[src/rtl/axi_slave_read.sv]
// Purpose : AXI4 read-channel slave (AR/R) serving FIXED/INCR/WRAP bursts from a 1-cycle SRAM read port.
// Latency : first mem_rd_en 1 cycle after the AR handshake, first RVALID 3 cycles after it, then 1 beat/cycle.
// Backpres: a 2-entry output buffer plus an in-flight credit stops SRAM reads while RREADY stalls; no data is lost.
//
// Ports:
//   clk, reset                    single clock, synchronous active-high reset
//   S_AXI_AR*                     read address channel (one burst accepted at a time)
//   S_AXI_R*                      read data channel, driven from the buffer head
//   mem_rd_en/addr/data           SRAM read port; data is valid the cycle after mem_rd_en
module axi_slave_read #(
    parameter int ADDR_WD = 32,
    parameter int DATA_WD = 32,
    parameter int MEM_AW  = 10
) (
    input  logic               clk,
    input  logic               reset,
    input  logic               S_AXI_ARVALID,
    input  logic [ADDR_WD-1:0] S_AXI_ARADDR,
    input  logic [7:0]         S_AXI_ARLEN,
    input  logic [2:0]         S_AXI_ARSIZE,
    input  logic [1:0]         S_AXI_ARBURST,
    output logic               S_AXI_ARREADY,
    output logic               S_AXI_RVALID,
    output logic [DATA_WD-1:0] S_AXI_RDATA,
    output logic [1:0]         S_AXI_RRESP,
    output logic               S_AXI_RLAST,
    input  logic               S_AXI_RREADY,
    output logic               mem_rd_en,
    output logic [MEM_AW-1:0]  mem_rd_addr,
    input  logic [DATA_WD-1:0] mem_rd_data
);
    localparam int ADDRLSB = $clog2(DATA_WD / 8);

    localparam logic [1:0] RESP_OKAY   = 2'b00;
    localparam logic [1:0] RESP_SLVERR = 2'b10;
    localparam logic [1:0] RESP_DECERR = 2'b11;

    typedef enum logic {IDLE, BURST} state_t;

    state_t             state, state_nxt;
    logic               ready_q;      // holds ARREADY low for the cycle right after reset
    logic [ADDR_WD-1:0] addr;
    logic [7:0]         len;
    logic [2:0]         size;
    logic [1:0]         burst;
    logic [1:0]         err_resp;
    logic [8:0]         beats_left;
    logic [7:0]         pop_cnt;
    logic               inflight;     // a read issued last cycle lands in the buffer this cycle

    logic [DATA_WD-1:0] fifo_dat [2];
    logic [1:0]         fifo_resp [2];
    logic               wr_ptr, rd_ptr;
    logic [1:0]         fifo_cnt;

    logic               ar_hs, rvalid, pop, last_pop, issue, push;
    logic [2:0]         credit_eff;
    logic               decerr, slverr;
    logic [ADDR_WD-1:0] n_bytes, wrap_mask, addr_nxt;

    assign S_AXI_ARREADY = (state == IDLE) && ready_q;
    assign ar_hs         = S_AXI_ARVALID && S_AXI_ARREADY;

    assign rvalid   = (fifo_cnt != 2'd0);
    assign pop      = rvalid && S_AXI_RREADY;
    assign last_pop = pop && (pop_cnt == len);
    assign push     = inflight;

    // A slot freed by this cycle's pop can be reused by the read issued now.
    assign credit_eff = {1'b0, fifo_cnt} + {2'b00, inflight} - {2'b00, pop};
    assign issue      = (state == BURST) && (beats_left != 9'd0) && (credit_eff < 3'd2);

    // Error bursts walk the same credit path but never touch the SRAM.
    assign mem_rd_en   = issue && (err_resp == RESP_OKAY);
    assign mem_rd_addr = addr[ADDRLSB +: MEM_AW];

    assign S_AXI_RVALID = rvalid;
    assign S_AXI_RDATA  = rvalid ? fifo_dat[rd_ptr]  : '0;
    assign S_AXI_RRESP  = rvalid ? fifo_resp[rd_ptr] : RESP_OKAY;
    assign S_AXI_RLAST  = rvalid && (pop_cnt == len);

    // Error classification of the incoming request; DECERR wins over SLVERR.
    assign decerr = ((S_AXI_ARADDR >> (ADDRLSB + MEM_AW)) != '0);
    assign slverr = (S_AXI_ARBURST == 2'b11)
                 || (int'(S_AXI_ARSIZE) > ADDRLSB)
                 || ((S_AXI_ARBURST == 2'b10) &&
                     !((S_AXI_ARLEN == 8'd1) || (S_AXI_ARLEN == 8'd3) ||
                       (S_AXI_ARLEN == 8'd7) || (S_AXI_ARLEN == 8'd15)));

    // Next beat address. WRAP bound = (len+1)*n, a power of two for legal lengths.
    always_comb begin
        n_bytes   = ADDR_WD'(1) << size;
        wrap_mask = ((ADDR_WD'(len) + ADDR_WD'(1)) << size) - ADDR_WD'(1);
        addr_nxt  = addr;
        case (burst)
            2'b01:   addr_nxt = (addr & ~(n_bytes - ADDR_WD'(1))) + n_bytes;
            2'b10:   addr_nxt = (addr & ~wrap_mask) | ((addr + n_bytes) & wrap_mask);
            default: addr_nxt = addr;
        endcase
    end

    always_comb begin
        state_nxt = state;
        case (state)
            IDLE:    if (ar_hs)    state_nxt = BURST;
            BURST:   if (last_pop) state_nxt = IDLE;
            default: state_nxt = IDLE;
        endcase
    end

    always_ff @(posedge clk) begin
        if (reset) begin
            state    <= IDLE;
            ready_q  <= 1'b0;
            inflight <= 1'b0;
        end else begin
            state    <= state_nxt;
            ready_q  <= 1'b1;
            inflight <= issue;
        end
    end

    always_ff @(posedge clk) begin
        if (reset) begin
            addr       <= '0;
            len        <= '0;
            size       <= '0;
            burst      <= '0;
            err_resp   <= RESP_OKAY;
            beats_left <= '0;
            pop_cnt    <= '0;
        end else if (ar_hs) begin
            addr       <= S_AXI_ARADDR;
            len        <= S_AXI_ARLEN;
            size       <= S_AXI_ARSIZE;
            burst      <= S_AXI_ARBURST;
            err_resp   <= decerr ? RESP_DECERR : (slverr ? RESP_SLVERR : RESP_OKAY);
            beats_left <= {1'b0, S_AXI_ARLEN} + 9'd1;
            pop_cnt    <= '0;
        end else begin
            if (issue) begin
                beats_left <= beats_left - 9'd1;
                addr       <= addr_nxt;
            end
            if (pop) pop_cnt <= pop_cnt + 8'd1;
        end
    end

    // 2-entry output buffer; push and pop may coincide at any fill level.
    always_ff @(posedge clk) begin
        if (reset) begin
            wr_ptr   <= 1'b0;
            rd_ptr   <= 1'b0;
            fifo_cnt <= 2'd0;
        end else begin
            if (push) wr_ptr <= ~wr_ptr;
            if (pop)  rd_ptr <= ~rd_ptr;
            fifo_cnt <= fifo_cnt + {1'b0, push} - {1'b0, pop};
        end
    end

    always_ff @(posedge clk) begin
        if (push) begin
            fifo_dat[wr_ptr]  <= (err_resp == RESP_OKAY) ? mem_rd_data : '0;
            fifo_resp[wr_ptr] <= err_resp;
        end
    end
endmodule
[config.mk]
export PLATFORM = sky130hd
export DESIGN_NAME = axi_slave_read
export DESIGN_NICKNAME = d
export VERILOG_FILES = /design/src/rtl/axi_slave_read.sv
export SDC_FILE = /design/constraint.sdc
export NUM_CORES = 1
export LEC_CHECK = 0
export ABC_CLOCK_PERIOD_IN_PS = 9700
export BUFFER_PORTS_ARGS = -buffer_cell sky130_fd_sc_hd__buf_4
export CAP_MARGIN = 25
export CORE_ASPECT_RATIO = 0.5
export CORE_MARGIN = 4
export CORE_UTILIZATION = 62
export CTS_CLUSTER_DIAMETER = 30
export DETAILED_ROUTE_END_ITERATION = 7
export HOLD_SLACK_MARGIN = 0.03
export PLACE_DENSITY = 0.86
export SYNTH_ARGS = -nofsm -noshare
export SYNTH_HDL_FRONTEND = slang
export SYNTH_SLANG_ARGS = --single-unit
export TNS_END_PERCENT = 1
[constraint.sdc]
create_clock -name clk -period 9.7 [get_ports clk]
set_input_delay 1.94 -clock clk [delete_from_list [all_inputs] [get_ports clk]]
set_output_delay 1.94 -clock clk [all_outputs]
set_load 0.05 [all_outputs]
==> summary.txt, run 1 <==
Synthesis
  • Most used DFF post-synth: edfxtp_1
  • Number of synthesized flops with an enable pin: 68
  • Mean post-synth cell area: 9.24 um^2
  • Seq/Total Area, Yosys: 0.403
  • Mapped Cells: 827
  • Post-synthesis net count: 928
  • Ys Warns: 0
  • Mapped Area: 7640 um^2
  • #FFs+latches synth: 120
  • Yosys cell types: 89
  • Async S/R FF share, synth: 0

STA
  • Final Setup Violations: 0
  • Hold Worst Slack: 0.500 ns
  • Hold Vio Cnt, Final: 0
  • Total negative setup slack: 0 ns
  • RSZ-0062 raised after global routing: false
  • Worst slew pin tran: 1.07 ns
  • Fmax: 157 MHz
  • Clock skew: 0.00972 ns
  • Period utilization: 0.658
  • Final slew viol count: 0
  • Fin crit period: 6.38 ns
  • Worst slew margin: 0.286

Setup path
  • Worst Setup End Kind: output port
  • R2r setup slk: 5.64 ns
  • Worst-path maximum fanout: 8
  • R2R cell count: 18
  • Critical path arrival: 4.44 ns
  • Kind of critical path: input pin to output port
  • Worst path required time: 7.76 ns
  • Startpoint Class: input pin

Route
  • DRT iter0 DRCs: 522
  • DR top layer: met4
  • Antenna viol nets, final: 0
  • Residual DRC: 0
  • Vias: 6579
  • Detail Route met3 WL: 1440 um
  • WL final: 19900 um
  • M1 WL: 8460 um
  • Met2 WL: 9660 um
  • DR pass1 iterations: 7
  • Via density: 5.97
  • WL/cell: 18.1 um

Worst hold path
  • Hold Path Class: register to register
  • Hold depth: 2

GRT
  • Gr ovfl total: 0
  • Tot GR Track Use: 0.278
  • Vias in the first global route: 6423
  • Largest net degree at the start of global routing: 40
  • First-pass GRT wire length: 31600 um
  • Initial antenna violation count: 0

Layout
  • Utilization after layout: 0.767
  • Post-route cell area: 9170 um^2
  • Nets@finish: 1025
  • Layout area overhead: 19.9%
  • # diodes: 0
  • Share of layout cells above drive strength 1: 0.209

Die
  • Die Wd: 165 um
  • Core Box Area: 11900 um^2
  • Io pins: 129
  • Starting Density: 0.640
  • Core Rows: 28
  • Die ar.: 14300 um^2
  • Die Y-Extent: 86.5 um

Placement
  • Post-DP HPWL: 13300 um
  • Port Buf Inserts: 128
  • Gpl congestion: 0.930
  • DP Area: 8570 um^2

Power and ir drop
  • Total Power: 1.97 mW
  • Peak VDD IR: 0.161 mV
  • Leakage: 3.54 nW
  • Pwr per Cell Area: 215 nW/um^2

Clocking
  • CTS tree: done
  • Cts repair resizes: 0
  • Max clock buf depth: 2
  • Hold-fix buffers, CTS: 0
  • H-tree depth: 4
  • Root buffer cell: clkbuf_16
  • Clk_lat worst skew: 0.41 ns
  • Post-CTS Repair Setup Buffers: 0
  • Num Clock Sinks: 120
  • CTS buffer count: 17
  • Clock-pin slew on the worst setup and hold paths: 0.06 ns

Run
  • Max-cap viol count: 0

Status
  • Status: finished, final reports clean
## kinds of logic (layout without fill, tap and decap cells)
logic type,Yosys count,in the layout,synth area share
AND/OR/NAND/NOR,324,324,0.215
AO/OA/AOI/OAI,165,165,0.157
flip-flops,120,120,0.403
buffers and inverters,89,199,0.0557
XOR/XNOR,62,62,0.0721
multiplexers,46,46,0.0609
adder cells (fa/ha/maj),21,21,0.0360
## worst max-delay path, stage by stage
cell and delay [ns]:
buf_4 0.11, nand2_1 0.15, clkinv_1 0.21, ha_1 0.32
inv_1 0.05, ha_1 0.13, inv_1 0.05, fa_1 0.38
xnor2_1 0.14, and3_1 0.18, o21ai_1 0.22, nor3_1 0.29
buf_4 0.25
## cell usage after synthesis, types with 7 or more instances
| master | instances | area share |
|---|---|---|
| nand4_1 | 9 | 0.0074 |
| nor2_1 | 98 | 0.048 |
| nor4_1 | 10 | 0.0082 |
| xor2_1 | 27 | 0.031 |
| and2_1 | 40 | 0.033 |
| xnor2_1 | 34 | 0.039 |
| edfxtp_1 | 68 | 0.27 |
| dfxtp_1 | 52 | 0.14 |
| inv_1 | 27 | 0.013 |
| buf_4 | 15 | 0.015 |
| mux2i_1 | 44 | 0.058 |
| nor2b_1 | 12 | 0.0098 |
| ha_1 | 18 | 0.029 |
| o21ai_0 | 32 | 0.021 |
| nand2b_1 | 8 | 0.0066 |
| clkbuf_1 | 29 | 0.014 |
| nand3_1 | 22 | 0.014 |
| a21oi_1 | 42 | 0.028 |
| a211oi_1 | 11 | 0.011 |
| buf_2 | 10 | 0.0066 |
| nand2_1 | 74 | 0.036 |
| and3_1 | 12 | 0.0098 |
| nor3_1 | 11 | 0.0072 |
| o211ai_1 | 7 | 0.0069 |
## area by class of cell
class | instances | area (um^2)
Clock buffer | 17 | 425
Multi-Input combinational cell | 618 | 4140
Timing Repair Buffer | 138 | 1040
Sequential cell | 120 | 3080
Fill cell | 807 | 2780
Inverter | 29 | 109
Clock inverter | 15 | 166
Tap cell | 165 | 206
## routing by layer
layer / vias up / GRT usage
met2: 254 / 0.464
met5: - / 0
li1: 3136 / -
met3: 37 / 0.0594
met1: 3152 / 0.364
met4: 0 / 0.0951
## per-stage QoR
step                setup WS (ns)  cells
finish                       3.32   1102
global route                 3.12   1102
CTS                          3.32   1102
detailed placement           3.35   1070
global placement             3.48   1070
floorplan                    3.12    827
## path summary, 6_finish.rpt
path                                from               endpoint
hold reg to reg    burst[0]$_SDFFE_PP0P_  burst[0]$_SDFFE_PP0P_
setup reg to reg  fifo_cnt[1]$_SDFF_PP0_               register
hold / removal     burst[0]$_SDFFE_PP0P_  burst[0]$_SDFFE_PP0P_
setup / recovery            S_AXI_RREADY              mem_rd_en
## power breakdown
part           internal [mW]  switching, mW  leakage [nW]  total (mW)
clock network          0.385          0.262         0.283       0.647
registers              0.586         0.0630          1.04       0.649
logic                  0.239          0.436          2.21       0.676
## cells in the final DEF (no fill, tap or decap), types with 5 or more instances in the layout
cell type / synthesis / routed
nor2_1: 98 / 97
nand2b_1: 8 / 8
o21ai_0: 32 / 32
nor3_1: 11 / 11
nor4_1: 10 / 10
mux2i_1: 44 / 44
a211oi_1: 11 / 11
xor2_1: 27 / 27
nor2b_1: 12 / 11
clkbuf_16: 0 / 17
nand4_1: 9 / 9
inv_6: 0 / 6
o31ai_1: 6 / 6
nand3_1: 22 / 22
and2_1: 40 / 40
or3_1: 6 / 6
o211ai_1: 7 / 7
xnor2_1: 34 / 34
a21oi_1: 42 / 42
inv_1: 27 / 27
nand2_1: 74 / 74
o21a_1: 5 / 5
ha_1: 18 / 18
a31oi_1: 6 / 6
buf_4: 15 / 138
and3_1: 12 / 12
a21o_1: 6 / 6
edfxtp_1: 68 / 68
dfxtp_1: 52 / 51
Power figures use the tool's default switching activity.
==> run 2: changes to the inputs <==
--- a/config.mk
+++ b/config.mk
@@ -5,16 +5,16 @@
 export SDC_FILE = /design/constraint.sdc
 export NUM_CORES = 1
 export LEC_CHECK = 0
-export ABC_CLOCK_PERIOD_IN_PS = 9700
+export ABC_CLOCK_PERIOD_IN_PS = 5500
 export BUFFER_PORTS_ARGS = -buffer_cell sky130_fd_sc_hd__buf_4
 export CAP_MARGIN = 25
 export CORE_ASPECT_RATIO = 0.5
 export CORE_MARGIN = 4
-export CORE_UTILIZATION = 62
+export CORE_UTILIZATION = 52
 export CTS_CLUSTER_DIAMETER = 30
 export DETAILED_ROUTE_END_ITERATION = 7
 export HOLD_SLACK_MARGIN = 0.03
-export PLACE_DENSITY = 0.86
+export PLACE_DENSITY = 0.77
 export SYNTH_ARGS = -nofsm -noshare
 export SYNTH_HDL_FRONTEND = slang
 export SYNTH_SLANG_ARGS = --single-unit
==> constraint.sdc (replaced) <==
create_clock -name clk -period 5.5 [get_ports clk]
set_input_delay 1.1 -clock clk [delete_from_list [all_inputs] [get_ports clk]]
set_output_delay 1.1 -clock clk [all_outputs]
set_load 0.05 [all_outputs]
==> run 2 against run 1 <==
Clock power is 75% higher. Via count is 1.9% lower. Die area is 18% higher. Worst hold slack worse by 0.0013 ns. Clock-buffer cell count stayed put. Global-route usage is 5.0 points lower. Sequential share of layout area is 0.25 points lower. Non-clock buffer count is 1 higher. Sequential cell count stayed put. Cell area is 0.75% higher. Highest routed layer unchanged.
==> summary.txt, run 2 (synthesis gave the netlist of run 1 again) <==
Route
  • DR pass1 iterations: 5 (-2)
  • Residual DRC: 0 (unchanged)
  • Via density: 5.71 (-4.3%)
  • WL/cell: 16.9 um (-6.3%)
  • WL final: 19100 um (-3.9%)
  • DRT iter0 DRCs: 550 (+5.4%)
  • Antenna viol nets, final: 0 (unchanged)
  • Vias: 6453 (-1.9%)

Placement
  • DP Area: 8600 um^2 (+0.28%)
  • Port Buf Inserts: 128 (unchanged)
  • Gpl congestion: 0.937 (+0.74%)
  • Post-DP HPWL: 13100 um (-1.6%)

GRT
  • Met1 usage: 0.298 (-0.0656)
  • Largest net degree at the start of global routing: 40 (unchanged)
  • Initial antenna violation count: 0 (unchanged)
  • Top Usage Layer GRT: met2
  • Tot GR Track Use: 0.228 (-0.0505)
  • First-pass GRT wire length: 31600 um (-0.11%)
  • Met2 GRT Util: 0.391 (-0.0732)
  • Gr ovfl total: 0 (unchanged)
  • Met3 Track Usage GR: 0.0414 (-0.0180)
  • Vias in the first global route: 6391 (-0.50%)

Die
  • Starting Density: 0.547 (-0.0924)
  • Die ar.: 16800 um^2 (+18%)
  • Die Y-Extent: 93.7 um (+8.3%)
  • Core Box Area: 14000 um^2 (+17%)
  • Core Rows: 30 (+7.1%)
  • Io pins: 129 (unchanged)
  • Die Wd: 179 um (+8.7%)

Clocking
  • CTS buffer count: 17 (unchanged)
  • Post-CTS Repair Setup Buffers: 0 (unchanged)
  • Root buffer cell: clkbuf_16
  • H-tree depth: 4 (unchanged)
  • Clk_lat worst skew: 0.42 ns (about the same)
  • Num Clock Sinks: 120 (unchanged)
  • Max clock buf depth: 2 (unchanged)
  • Hold-fix buffers, CTS: 0 (unchanged)
  • CTS tree: done
  • Clock-pin slew on the worst setup and hold paths: 0.06 ns (about the same)
  • Cts repair resizes: 0 (unchanged)

STA
  • RSZ-0062 raised after global routing: false
  • Total negative setup slack: 0 ns (unchanged)
  • Worst slew pin tran: 0.980 ns (-0.0906 ns)
  • Fin crit period: 4.57 ns
  • Final slew viol count: 0 (unchanged)
  • Final Setup Violations: 0 (unchanged)
  • Worst slew margin: 0.345 (+0.0588)
  • Period utilization: 0.832
  • Clock skew: 0.0200 ns (+0.0103 ns)
  • Fmax: 219 MHz
  • Hold Vio Cnt, Final: 0 (unchanged)

Layout
  • Nets@finish: 1026 (+0.098%)
  • Post-route cell area: 9230 um^2 (+0.75%)
  • # diodes: 0 (unchanged)
  • Share of layout cells above drive strength 1: 0.211 (+0.00191)
  • Layout area overhead: 20.8%
  • Most common cell after layout, fill and taps aside: buf_4
  • Fill count: 1164 (+44%)
  • Most frequent cells in the layout: buf_4 (137), nor2_1 (97), nand2_1 (74)

Setup path
  • Critical path arrival: 3.47 ns (-0.97 ns)
  • Worst path required time: 4.40 ns (-3.36 ns)
  • Kind of critical path: input pin to output port
  • Worst Setup End Kind: output port
  • Worst-path maximum fanout: 8 (unchanged)
  • Startpoint Class: input pin

Power and ir drop
  • Comb power frac: 0.356 (+0.013)
  • Clock power share: 0.325 (-0.003)
  • Share of power burned in registers: 0.319 (-0.010)
  • Net switching power: 1.36 mW (+78%)
  • Internal power: 2.11 mW (+74%)
  • Pwr per Cell Area: 376 nW/um^2 (+75%)
  • Switching share of total power: 0.391 (+0.00503)
  • Leakage: 3.56 nW (+0.43%)
  • Peak VDD IR: 0.185 mV (+16%)

Run
  • Max-cap viol count: 0 (unchanged)

Worst hold path
  • Hold Path Class: register to register

Status
  • Status: finished, final reports clean
## run 2: cell types whose count changed in the layout (fill, tap and decap cells not counted), sizes merged
cell,delta
clkinvlp,-1
bufinv,-1
inv,+2
buf,+1
## run 2: worst paths after layout
path                           endpoint                  startpoint  depth (start not counted)  slack (ns)
min reg2reg  beats_left[8]$_SDFFE_PP0P_  beats_left[8]$_SDFFE_PP0P_                          2        0.50
max reg2reg                    register        size[1]$_SDFFE_PP0P_                         15        1.55
max                           mem_rd_en                S_AXI_RREADY                         13        0.93
min          beats_left[8]$_SDFFE_PP0P_  beats_left[8]$_SDFFE_PP0P_                          2        0.50
## run 2: routing by layer
layer / vias to the layer above / share of wire
met4: 0 / 0.011
met3: 16 / 0.061
met2: 213 / 0.48
met1: 3076 / 0.45
li1: 3148 / -
met5: - / 0
## run 2: metrics by stage
step	std cells	power [mW]	setup slack [ns]	util	hold slack (ns)
CTS	1127	3.47	0.907	0.657	0.499
global route	1130	3.63	0.678	0.661	0.525
global placement	1095	2.32	0.992	0.616	0.482
finish	1130	3.47	0.925	0.661	0.498
floorplan	827	2.00	0.602	-	0.463
detailed placement	1095	2.34	0.918	0.616	0.488
## run 2: power groups by stage
stage / clock (mW) / combinational [mW] / sequential (mW)
4_1_cts: 1.14 / 1.19 / 1.15
2_1_floorplan: 0 / 0.911 / 1.09
5_1_grt: 1.19 / 1.33 / 1.12
3_3_place_gp: 0 / 1.16 / 1.16
3_5_place_dp: 0 / 1.18 / 1.16
6_report: 1.13 / 1.23 / 1.11
## run 2: cell type report
cell class | instances | area, um^2 | area share
clock buffers | 17 | 425 | 0.0461
inverters | 29 | 109 | 0.0118
flip-flops and latches | 120 | 3080 | 0.334
clock inverters | 15 | 156 | 0.0169
repair buffers | 139 | 1080 | 0.117
well taps | 192 | 240 | 0.0260
multi-input cells | 618 | 4140 | 0.449
## run 2: critical path: stages
cell and delay [ns]:
buf_4 0.11, nand2_1 0.13, clkinv_1 0.20, ha_1 0.33
inv_1 0.06, ha_1 0.13, inv_1 0.04, fa_1 0.37
xnor2_1 0.13, and3_1 0.19, o21ai_1 0.24, nor3_1 0.21
buf_4 0.23
